**src/rtl/router_pkg.sv**
```systemverilog
// Shared types and header field layout for the router input scheduler.
// Header byte is {len[7:2], addr[1:0]}; addr 3 never reaches the router.
package router_pkg;

    typedef enum logic [2:0] {
        ST_IDLE,
        ST_HDR,
        ST_PAY,
        ST_PAR,
        ST_DRN,
        ST_GAP,
        ST_DROP
    } state_t;

    localparam int LEN_MSB = 7;
    localparam int LEN_LSB = 2;
    localparam int LEN_W   = LEN_MSB - LEN_LSB + 1;
    localparam int ADDR_W  = 2;

    localparam logic [ADDR_W-1:0] ADDR_INVALID = 2'b11;

    function automatic logic [LEN_W-1:0] hdr_len(input logic [7:0] hdr);
        return hdr[LEN_MSB:LEN_LSB];
    endfunction

    function automatic logic [ADDR_W-1:0] hdr_addr(input logic [7:0] hdr);
        return hdr[ADDR_W-1:0];
    endfunction

endpackage

```
**src/rtl/router_src_arb_rr_pick.sv**
```systemverilog
// Combinational round-robin search: the first requester strictly after
// 'last', wrapping around, with 'last' itself checked at lowest priority.
module rr_pick #(
    parameter int N  = 4,
    parameter int IW = 2
) (
    input  logic [N-1:0]  req,
    input  logic [IW-1:0] last,
    output logic [N-1:0]  pick_oh,
    output logic [IW-1:0] pick_idx,
    output logic          pick_any
);

    logic [IW-1:0] cand [N];

    // cand[gi] is the source visited gi+1 steps after 'last'
    for (genvar gi = 0; gi < N; gi++) begin : g_cand
        assign cand[gi] = IW'((int'(last) + 1 + gi) % N);
    end

    always_comb begin
        pick_oh  = '0;
        pick_idx = '0;
        pick_any = 1'b0;
        for (int k = N - 1; k >= 0; k--) begin
            if (req[cand[k]]) begin
                pick_oh           = '0;
                pick_oh[cand[k]]  = 1'b1;
                pick_idx          = cand[k];
                pick_any          = 1'b1;
            end
        end
    end

endmodule

```
**src/rtl/router_src_arb.sv**
```systemverilog
// Round-robin packet scheduler sharing the router's byte input between
// NUM_SRC sources, one whole packet per grant, with drop and gap handling.
module router_src_arb
    import router_pkg::*;
#(
    parameter int NUM_SRC = 4,
    parameter int IFG     = 2
) (
    input  logic                 clk,
    input  logic                 resetn,
    input  logic [NUM_SRC-1:0]   src_valid,
    input  logic [8*NUM_SRC-1:0] src_data,
    output logic [NUM_SRC-1:0]   src_ready,
    input  logic                 busy,
    output logic [7:0]           data_in,
    output logic                 packet_valid,
    output logic [NUM_SRC-1:0]   grant,
    output logic                 drop_pulse,
    output logic                 proto_err
);

    localparam int IW = (NUM_SRC > 1) ? $clog2(NUM_SRC) : 1;

    state_t             state_q;
    logic [IW-1:0]      g_q;
    logic [IW-1:0]      last_q;
    logic [NUM_SRC-1:0] grant_q;
    logic [LEN_W-1:0]   cnt_q;
    logic [3:0]         gap_q;
    logic               out_vld_q;
    logic               out_pv_q;
    logic [7:0]         out_data_q;
    logic               drop_pulse_q;
    logic               proto_err_q;

    logic [NUM_SRC-1:0] pick_oh;
    logic [IW-1:0]      pick_idx;
    logic               pick_any;

    logic [7:0] sel_data;
    logic       sel_valid;
    logic       xfer_state;
    logic       ld;
    logic       cons;
    logic       hdr_drop;
    logic       load_out;
    logic       underrun;
    logic [3:0] gap_dec;

    rr_pick #(
        .N  (NUM_SRC),
        .IW (IW)
    ) u_pick (
        .req      (src_valid),
        .last     (last_q),
        .pick_oh  (pick_oh),
        .pick_idx (pick_idx),
        .pick_any (pick_any)
    );

    assign sel_data   = src_data[8*g_q +: 8];
    assign sel_valid  = src_valid[g_q];
    assign xfer_state = (state_q == ST_HDR) || (state_q == ST_PAY) || (state_q == ST_PAR);
    assign cons       = out_vld_q && !busy;
    assign ld         = xfer_state && sel_valid && (!out_vld_q || !busy);
    assign hdr_drop   = (state_q == ST_HDR) && (hdr_addr(sel_data) == ADDR_INVALID);
    assign load_out   = ld && !hdr_drop;
    // The output register is about to run dry while the owner has nothing to give
    assign underrun   = ((state_q == ST_PAY) || (state_q == ST_PAR)) && !sel_valid
                        && (cons || !out_vld_q);
    assign gap_dec    = gap_q - 4'd1;

    always_comb begin
        src_ready = '0;
        if (xfer_state) begin
            src_ready[g_q] = ld;
        end else if (state_q == ST_DROP) begin
            src_ready[g_q] = sel_valid;
        end
    end

    assign data_in      = out_vld_q ? out_data_q : 8'h00;
    assign packet_valid = out_vld_q && out_pv_q;
    assign grant        = grant_q;
    assign drop_pulse   = drop_pulse_q;
    assign proto_err    = proto_err_q;

    always_ff @(posedge clk or negedge resetn) begin
        if (!resetn) begin
            state_q      <= ST_IDLE;
            g_q          <= '0;
            last_q       <= IW'(NUM_SRC - 1);
            grant_q      <= '0;
            cnt_q        <= '0;
            gap_q        <= '0;
            out_vld_q    <= 1'b0;
            out_pv_q     <= 1'b0;
            out_data_q   <= 8'h00;
            drop_pulse_q <= 1'b0;
            proto_err_q  <= 1'b0;
        end else begin
            drop_pulse_q <= 1'b0;
            if (underrun) begin
                proto_err_q <= 1'b1;
            end

            if (load_out) begin
                out_vld_q  <= 1'b1;
                out_data_q <= sel_data;
                out_pv_q   <= (state_q != ST_PAR);
            end else if (cons) begin
                out_vld_q  <= 1'b0;
            end

            case (state_q)
                ST_IDLE: begin
                    if (pick_any) begin
                        g_q     <= pick_idx;
                        grant_q <= pick_oh;
                        last_q  <= pick_idx;
                        state_q <= ST_HDR;
                    end
                end
                ST_HDR: begin
                    if (ld) begin
                        cnt_q <= hdr_len(sel_data);
                        if (hdr_drop) begin
                            state_q <= ST_DROP;
                        end else if (hdr_len(sel_data) == '0) begin
                            state_q <= ST_PAR;
                        end else begin
                            state_q <= ST_PAY;
                        end
                    end
                end
                ST_PAY: begin
                    if (ld) begin
                        cnt_q <= cnt_q - 1'b1;
                        if (cnt_q == LEN_W'(1)) begin
                            state_q <= ST_PAR;
                        end
                    end
                end
                ST_PAR: begin
                    if (ld) begin
                        state_q <= ST_DRN;
                    end
                end
                ST_DRN: begin
                    if (cons) begin
                        gap_q   <= 4'(IFG);
                        state_q <= ST_GAP;
                    end
                end
                ST_GAP: begin
                    gap_q <= gap_dec;
                    if (gap_dec == 4'd0) begin
                        grant_q <= '0;
                        state_q <= ST_IDLE;
                    end
                end
                ST_DROP: begin
                    // cnt_q counts the bytes still owed after this one: len+1 in total
                    if (sel_valid) begin
                        if (cnt_q == '0) begin
                            drop_pulse_q <= 1'b1;
                            grant_q      <= '0;
                            state_q      <= ST_IDLE;
                        end else begin
                            cnt_q <= cnt_q - 1'b1;
                        end
                    end
                end
                default: begin
                    state_q <= ST_IDLE;
                end
            endcase
        end
    end

endmodule
```
**config.mk**
```make
export PLATFORM = sky130hd
export DESIGN_NAME = router_src_arb
export DESIGN_NICKNAME = d
export VERILOG_FILES = /design/src/rtl/router_pkg.sv /design/src/rtl/router_src_arb_rr_pick.sv /design/src/rtl/router_src_arb.sv
export SDC_FILE = /design/constraint.sdc
export NUM_CORES = 1
export LEC_CHECK = 0
export BUFFER_PORTS_ARGS = -buffer_cell sky130_fd_sc_hd__buf_2
export CAP_MARGIN = 40
export CORE_MARGIN = 5
export CORE_UTILIZATION = 60
export DETAILED_ROUTE_END_ITERATION = 8
export GPL_ROUTABILITY_DRIVEN = 0
export PLACE_DENSITY = 0.87
export SKIP_CTS_REPAIR_TIMING = 1
export SLEW_MARGIN = 15
export SYNTH_ARGS = -nofsm -noshare
export SYNTH_HDL_FRONTEND = slang
export SYNTH_HIERARCHICAL = 1
export SYNTH_SLANG_ARGS = --single-unit
```
**constraint.sdc**
```tcl
create_clock -name clk -period 4.2 [get_ports clk]
set_input_delay 0.84 -clock clk [delete_from_list [all_inputs] [get_ports clk]]
set_output_delay 0.84 -clock clk [all_outputs]
set_load 0.1 [all_outputs]
```
==> metrics.md, run 1 <==
| Metric | Value |
|---|---|
| Core Region | `~0.0044 mm²` |
| TritonCTS Buffers | `5` |
| Post-detailed-placement cell area | `0.00298 mm²` |
| Full die area | `about 0.006 mm²` |
| Skew final | `11.7 ps` |
| Tot GR Track Use | `between 20% and 30%` |
| Vias per inst | `about 6.3` |
| R2R setup slack | `approximately 850 ps` |
| Sequential fraction of the synthesis area | `between 30 and 40%` |
| Lkg Pwr | `around 1.4 nW` |
| Rel. slew slack | `slightly below 50%` |
| Worst skew pair latency | `290 ps` |
| Post-Syn Area per Cell | `approximately 9.5 µm²` |
| WL met1 | `between 2000 and 3000 µm` |
| Post-Synthesis Cells | `about 290` |
| Critical Path RT | `3360 ps` |
| Max Transition Viols Final | `0` |
| Post-synth top area share | `~28%` |
| Slowest stage delay, CP | `~780 ps` |
| Yosys cell types | `60` |
| Pre-Repair DR Iteration Count | `5` |
| Worst EP arrival | `2580 ps` |
| Initial Utilization | `between 60 and 70%` |
| RSZ-0062 raised after global routing | `false` |
| Clock Path Buffers | `2` |
| Htree depth | `2` |
| Cell area after layout | `0.00306 mm²` |
| Worst-Margin Slew | `~760 ps` |
| Routed wl met3 | `458 µm` |
| Largest cells by area after synthesis | `dfrtp_1, mux4_2, ha_1` |
| Reg clk slew, reported paths | `70 ps` |
| Port bufs | `57` |
| WL met2 | `3030 µm` |
| Largest net degree at the start of global routing | `34` |
| Diode count | `0` |
| I/O pins | `58` |
| Mapped Area | `~0.0027 mm²` |
| Remaining antenna violation count | `0` |
| CP max stage cell | `dfrtp_1` |
| Status | `finished, final reports clean` |
| Syn. warnings | `6` |
| Cell Chain, Critical Path | `mux4_2 > nand2_2 > or2_1 > a211oi_2 > buf_2` |
| Hold crit path type | `reg2reg` |
| Grt total ovfl | `0` |
| Initial DRC count | `between 150 and 200` |
| Number of global-route vias before repair | `~2300` |
| Cell with the most instances after synthesis | `dfrtp_1` |
| Max rail drop VDD | `a little over 500 µV` |
| Die X-Extent | `~77 µm` |
| Async SR Flop Fraction | `between 90% and 100%` |
| Min Tclk post-route | `~3400 ps` |
| DR vias | `approximately 2400` |
| WL/cell | `between 15 and 20 µm` |
| Worst Setup EP | `src_ready[0]` |
| Rows | `24` |
| DRC | `0` |
| Critical path class | `reg2out` |
| CTS tree | `yes` |
| Element type at the critical path start | `flip-flop` |
| Layout cells sized above 1 | `a little under a third` |
| FF-to-FF Start | `last_q[0]` |
| Synthesis-stage register bit count | `33` |
| Most frequent cells after synthesis | `dfrtp_1, nand2_1, a21oi_1` |
| Setup-failing EPs final | `0` |
| CP Launch Point | `g_q[0]` |
| CTS Sinks | `33` |
| Total Negative Setup Slacks | `0 ps` |
| Final period util | `between 80 and 90%` |
| Highest Signal Layer | `met4` |
| Pwr Density | `~900 mW/mm²` |
| Synth area leader | `dfrtp_1` |
| Die Ht | `between 70 and 80 µm` |
| Syn Nets | `between 300 and 400` |
| Placed Instances | `380` |
| Initial antenna violation count | `0` |
| Main synth FF type | `dfrtp_1` |
| Hold WS | `between 500 and 600 ps` |
| # nets final | `386` |
| DP HPWL | `between 4000 and 5000 µm` |
| Post-route insts no fill | `388` |
| R2r endpoint | `state_q[0]` |
| Root buffer cell | `clkbuf_8` |
| EDFF count, synth | `0` |
| Cells on worst reg2reg path | `10` |
| Layout area overhead | `12.5%` |
| First-pass GRT wire length | `around 11000 µm` |
| Total Wirelength | `about 6400 µm` |
| Fmax | `just under 300 MHz` |
| Final hold violations | `0` |
| Worst Setup End Kind | `primary output` |
| Max-cap violations | `0` |
| Pwr Total | `approximately 2.7 mW` |
| CP max FO | `16` |
metrics by stage:
stage	worst slack (ps)	utilization, %
after floorplan	366	-
after global placement	951	67.8
after detailed placement	896	67.9
after CTS	751	69.8
after global routing	606	69.8
final	783	69.8
flip-flops by register name, indices dropped and copies added (netlist names):
signal / cells
out_data_q: 8
cnt_q: 6
gap_q: 4
grant: 4
state_q: 3
g_q: 2
last_q: 2
drop_pulse: 1
out_pv_q: 1
out_vld_q: 1
proto_err: 1
worst min path at each step:
stage	cells after the start	start	end
2_1_floorplan	1	out_data_q[0]	out_data_q[0]
3_3_place_gp	1	out_data_q[6]	out_data_q[6]
3_5_place_dp	1	out_data_q[5]	out_data_q[5]
4_1_cts	1	out_data_q[0]	out_data_q[0]
5_1_grt	1	out_data_q[6]	out_data_q[6]
6_report	1	out_data_q[5]	out_data_q[5]
per-layer routing:
| metal | track usage, % | vias up |
|---|---|---|
| met5 | 0 | - |
| met4 | 8.42 | 0 |
| met3 | 5.21 | 14 |
| met2 | 34.4 | 112 |
| met1 | 30.3 | 1159 |
| li1 | - | 1155 |
cells in the final DEF, fill, tap and decap left out, drive strengths merged, types with 6 or more instances in the layout:
cell type  instances
mux2i             12
o21ai             18
mux4              11
dfrtp             31
nand2             26
a21oi             20
ha                12
inv               17
mux2              13
nor2              19
nor2b              8
buf               58
nor3               6
and2              10
final cells by class:
class	instances	area (µm²)
Clock buffer	5	68.8
Clock inverter	3	17.5
Fill cell	335	1320
Timing Repair Buffer	58	290
Tap cell	52	65.1
Multi-Input combinational cell	220	1730
Sequential cell	33	828
Inverter	17	63.8
power by group:
group | switching, mW | leakage [nW] | internal [mW]
sequential | 0.232 | 0.392 | 0.472
clock | 0.130 | 0.0439 | 0.114
combinational | 1.11 | 1.01 | 0.689
total | 1.47 | 1.44 | 1.28
cells by family after synthesis:
group | share of synthesized area (%)
mux | 20.7
fa+ha+maj | 5.51
simple gates | 19.9
compound gates | 16.8
flops | 30.4
buf+inv | 6.30
xor+xnor | 0.322
critical path, delay by kind of cell, from the launching register on:
kind / cells / cell delay (ps)
multiplexers: 1 / 450
buffers and inverters: 1 / 450
AND/OR/NAND/NOR: 2 / 410
flip-flops: 1 / 780
AO/OA/AOI/OAI: 1 / 200
No activity file was read; power rests on OpenSTA's default activity.
==> run 2, diff against run 1 <==
--- a/config.mk
+++ b/config.mk
@@ -8,10 +8,10 @@
 export BUFFER_PORTS_ARGS = -buffer_cell sky130_fd_sc_hd__buf_2
 export CAP_MARGIN = 40
 export CORE_MARGIN = 5
-export CORE_UTILIZATION = 60
+export CORE_UTILIZATION = 55
 export DETAILED_ROUTE_END_ITERATION = 8
 export GPL_ROUTABILITY_DRIVEN = 0
-export PLACE_DENSITY = 0.87
+export PLACE_DENSITY = 0.8
 export SKIP_CTS_REPAIR_TIMING = 1
 export SLEW_MARGIN = 15
 export SYNTH_ARGS = -nofsm -noshare
==> constraint.sdc (replaced) <==
create_clock -name clk -period 3.5 [get_ports clk]
set_input_delay 0.7 -clock clk [delete_from_list [all_inputs] [get_ports clk]]
set_output_delay 0.7 -clock clk [all_outputs]
set_load 0.1 [all_outputs]
==> run 2 against run 1 <==
  * Final cell count grew 4.9%
  * Clock-buffer cell count grew 2
  * Flip-flop and latch count is the same
  * Via count shrank 2.9%
  * Wire length grew 1.9%
  * Clock skew grew 3.8 ps
  * Critical path type is now in2out
  * Largest power group unchanged
  * Highest routed layer unchanged
==> metrics.md, run 2 (synthesized netlist as in run 1, its figures left out) <==
| Metric | Value |
|---|---|
| R2r endpoint | `state_q[0] (unchanged)` |
| Layout cells sized above 1 | `30.6% (was 30.1%)` |
| Multi-input gate area | `0.00173 mm² (unchanged)` |
| Cells on worst reg2reg path | `10 (unchanged)` |
| Worst skew pair latency | `300 ps (was 290 ps)` |
| Full die area | `0.00646 mm² (was 0.00598 mm²)` |
| CP Launch Point | `src_valid[3] (was g_q[0])` |
| Hold crit path type | `in2async (was reg2reg)` |
| Total Wirelength | `6570 µm (was 6450 µm)` |
| WL met1 | `2830 µm (was 2850 µm)` |
| DR vias | `2370 (was 2440)` |
| Highest Signal Layer | `met4 (unchanged)` |
| Initial Utilization | `57.3% (was 62.1%)` |
| Layout area overhead | `15.4% (was 12.5%)` |
| Pre-Repair DR Iteration Count | `5 (unchanged)` |
| Cell area after layout | `0.00314 mm² (was 0.00306 mm²)` |
| Lkg Pwr | `1.48 nW (was 1.44 nW)` |
| Worst Setup End Kind | `primary output (unchanged)` |
| CTS tree | `yes (unchanged)` |
| Die Ht | `80.4 µm (was 77.4 µm)` |
| Reg clk slew, reported paths | `70 ps (about the same)` |
| Pwr Total | `3.43 mW (was 2.75 mW)` |
| Most common cell after layout, fill and taps aside | `buf_2 (unchanged)` |
| Worst EP arrival | `2330 ps (was 2580 ps)` |
| Root buffer cell | `clkbuf_8 (unchanged)` |
| Routed wl met3 | `453 µm (was 458 µm)` |
| Most flops, register | `out_data_q (unchanged)` |
| Worst Setup EP | `src_ready[0] (unchanged)` |
| RSZ-0062 raised after global routing | `false (unchanged)` |
| Max Transition Viols Final | `0 (unchanged)` |
| WL/cell | `16.2 µm (was 16.6 µm)` |
| Rows | `25 (was 24)` |
| Worst-Margin Slew | `775 ps (was 756 ps)` |
| Critical Path RT | `2800 ps (was 3360 ps)` |
| Max rail drop VDD | `718 µV (was 519 µV)` |
| Vias per inst | `5.82 (was 6.29)` |
| Post-detailed-placement cell area | `0.00303 mm² (was 0.00298 mm²)` |
| Register area | `828 µm² (unchanged)` |
| R2R setup slack | `820 ps (was 850 ps)` |
| Tot GR Track Use | `22.0% (was 22.2%)` |
| Post-route insts no fill | `407 (was 388)` |
| Initial antenna violation count | `0 (unchanged)` |
| Max-cap violations | `0 (unchanged)` |
| Port bufs | `57 (unchanged)` |
| CTS Sinks | `33 (unchanged)` |
| Largest net degree at the start of global routing | `34 (unchanged)` |
| Setup-failing EPs final | `0 (unchanged)` |
| Final period util | `roughly 87%` |
| Largest register FFs | `8 (unchanged)` |
| Pwr Density | `1090 mW/mm² (was 897 mW/mm²)` |
| Number of global-route vias before repair | `2320 (was 2343)` |
| Diode count | `0 (unchanged)` |
| Most frequent cells in the layout | `buf_2, dfrtp_1, nand2_1, a21oi_1, nor2_1 (unchanged)` |
| Initial DRC count | `198 (was 185)` |
| Min Tclk post-route | `about 3000 ps` |
| Clock Path Buffers | `2 (unchanged)` |
| DP HPWL | `4880 µm (was 4790 µm)` |
| Fmax | `about 330 MHz` |
| Element type at the critical path start | `input pin (was flip-flop)` |
| Remaining antenna violation count | `0 (unchanged)` |
| TritonCTS Buffers | `5 (unchanged)` |
| Status | `finished, final reports clean (unchanged)` |
| Total Negative Setup Slacks | `0 ps (unchanged)` |
| DRC | `0 (unchanged)` |
| Placed Instances | `399 (was 380)` |
| Final Util | `66.1% (was 69.8%)` |
| Die X-Extent | `80.4 µm (was 77.4 µm)` |
| Critical path class | `in2out (was reg2out)` |
| FF-to-FF Start | `last_q[0] (unchanged)` |
| Fillers | `429 (was 335)` |
| CP max FO | `12 (was 16)` |
| # nets final | `390 (was 386)` |
| First-pass GRT wire length | `11100 µm (was 11000 µm)` |
| Hold WS | `475 ps (was 506 ps)` |
| Fin worst setup slack | `472 ps (was 783 ps)` |
| Skew final | `15.5 ps (was 11.7 ps)` |
| I/O pins | `58 (unchanged)` |
| Worst slack, placed | `476 ps (was 896 ps)` |
| WL met2 | `3200 µm (was 3030 µm)` |
| Grt total ovfl | `0 (unchanged)` |
| Core Region | `0.00475 mm² (was 0.00438 mm²)` |
| Biggest regs | `out_data_q x8, cnt_q x6 (unchanged)` |
| Htree depth | `2 (unchanged)` |
| Rel. slew slack | `47.9% (was 49.2%)` |
| Final hold violations | `0 (unchanged)` |
==> run 2: changes by cell type in the layout (fill, tap and decap cells not counted), sizes merged <==
| cell | previous run | this run |
|---|---|---|
| buf | 58 | 62 |
| clkbuf | 5 | 7 |
| bufinv | 0 | 1 |
| clkinvlp | 1 | 0 |
| clkinv | 2 | 0 |
==> run 2: where the power goes <==
group	switching, mW	total (mW)	internal, mW
clock	0.151	0.383	0.232
sequential	0.191	0.758	0.567
combinational	1.43	2.29	0.863
total	1.77	3.43	1.66
==> run 2: worst max-delay path, cell delays in order <==
cell      delay, ps
buf_2           210
mux4_2          360
nand2_2          80
or2_1           330
a211oi_2        200
buf_2           450
==> run 2: routing by layer <==
metal  up-vias  track usage [%]
met2        97             35.9
met5         -                0
li1       1150                -
met3        11             5.27
met4         0             6.08
met1      1112             29.0
==> run 2: worst min path at each step <==
stage                  start             to  slack [ps]  cells past startpoint
6_report              resetn       grant[2]         470                      1
5_1_grt        out_data_q[6]  out_data_q[6]         520                      1
2_1_floorplan         resetn       cnt_q[0]         400                      0
3_3_place_gp   out_data_q[6]  out_data_q[6]         490                      1
4_1_cts               resetn       grant[2]         500                      1
3_5_place_dp   out_data_q[6]  out_data_q[6]         490                      1
==> run 2: cell type report <==
| type | count | area share, % |
|---|---|---|
| clock buffers | 7 | 2.75 |
| clock inverters | 1 | 0.955 |
| inverters | 17 | 2.03 |
| multi-input cells | 220 | 55.0 |
| flip-flops and latches | 33 | 26.4 |
| well taps | 67 | 2.67 |
| repair buffers | 62 | 10.3 |
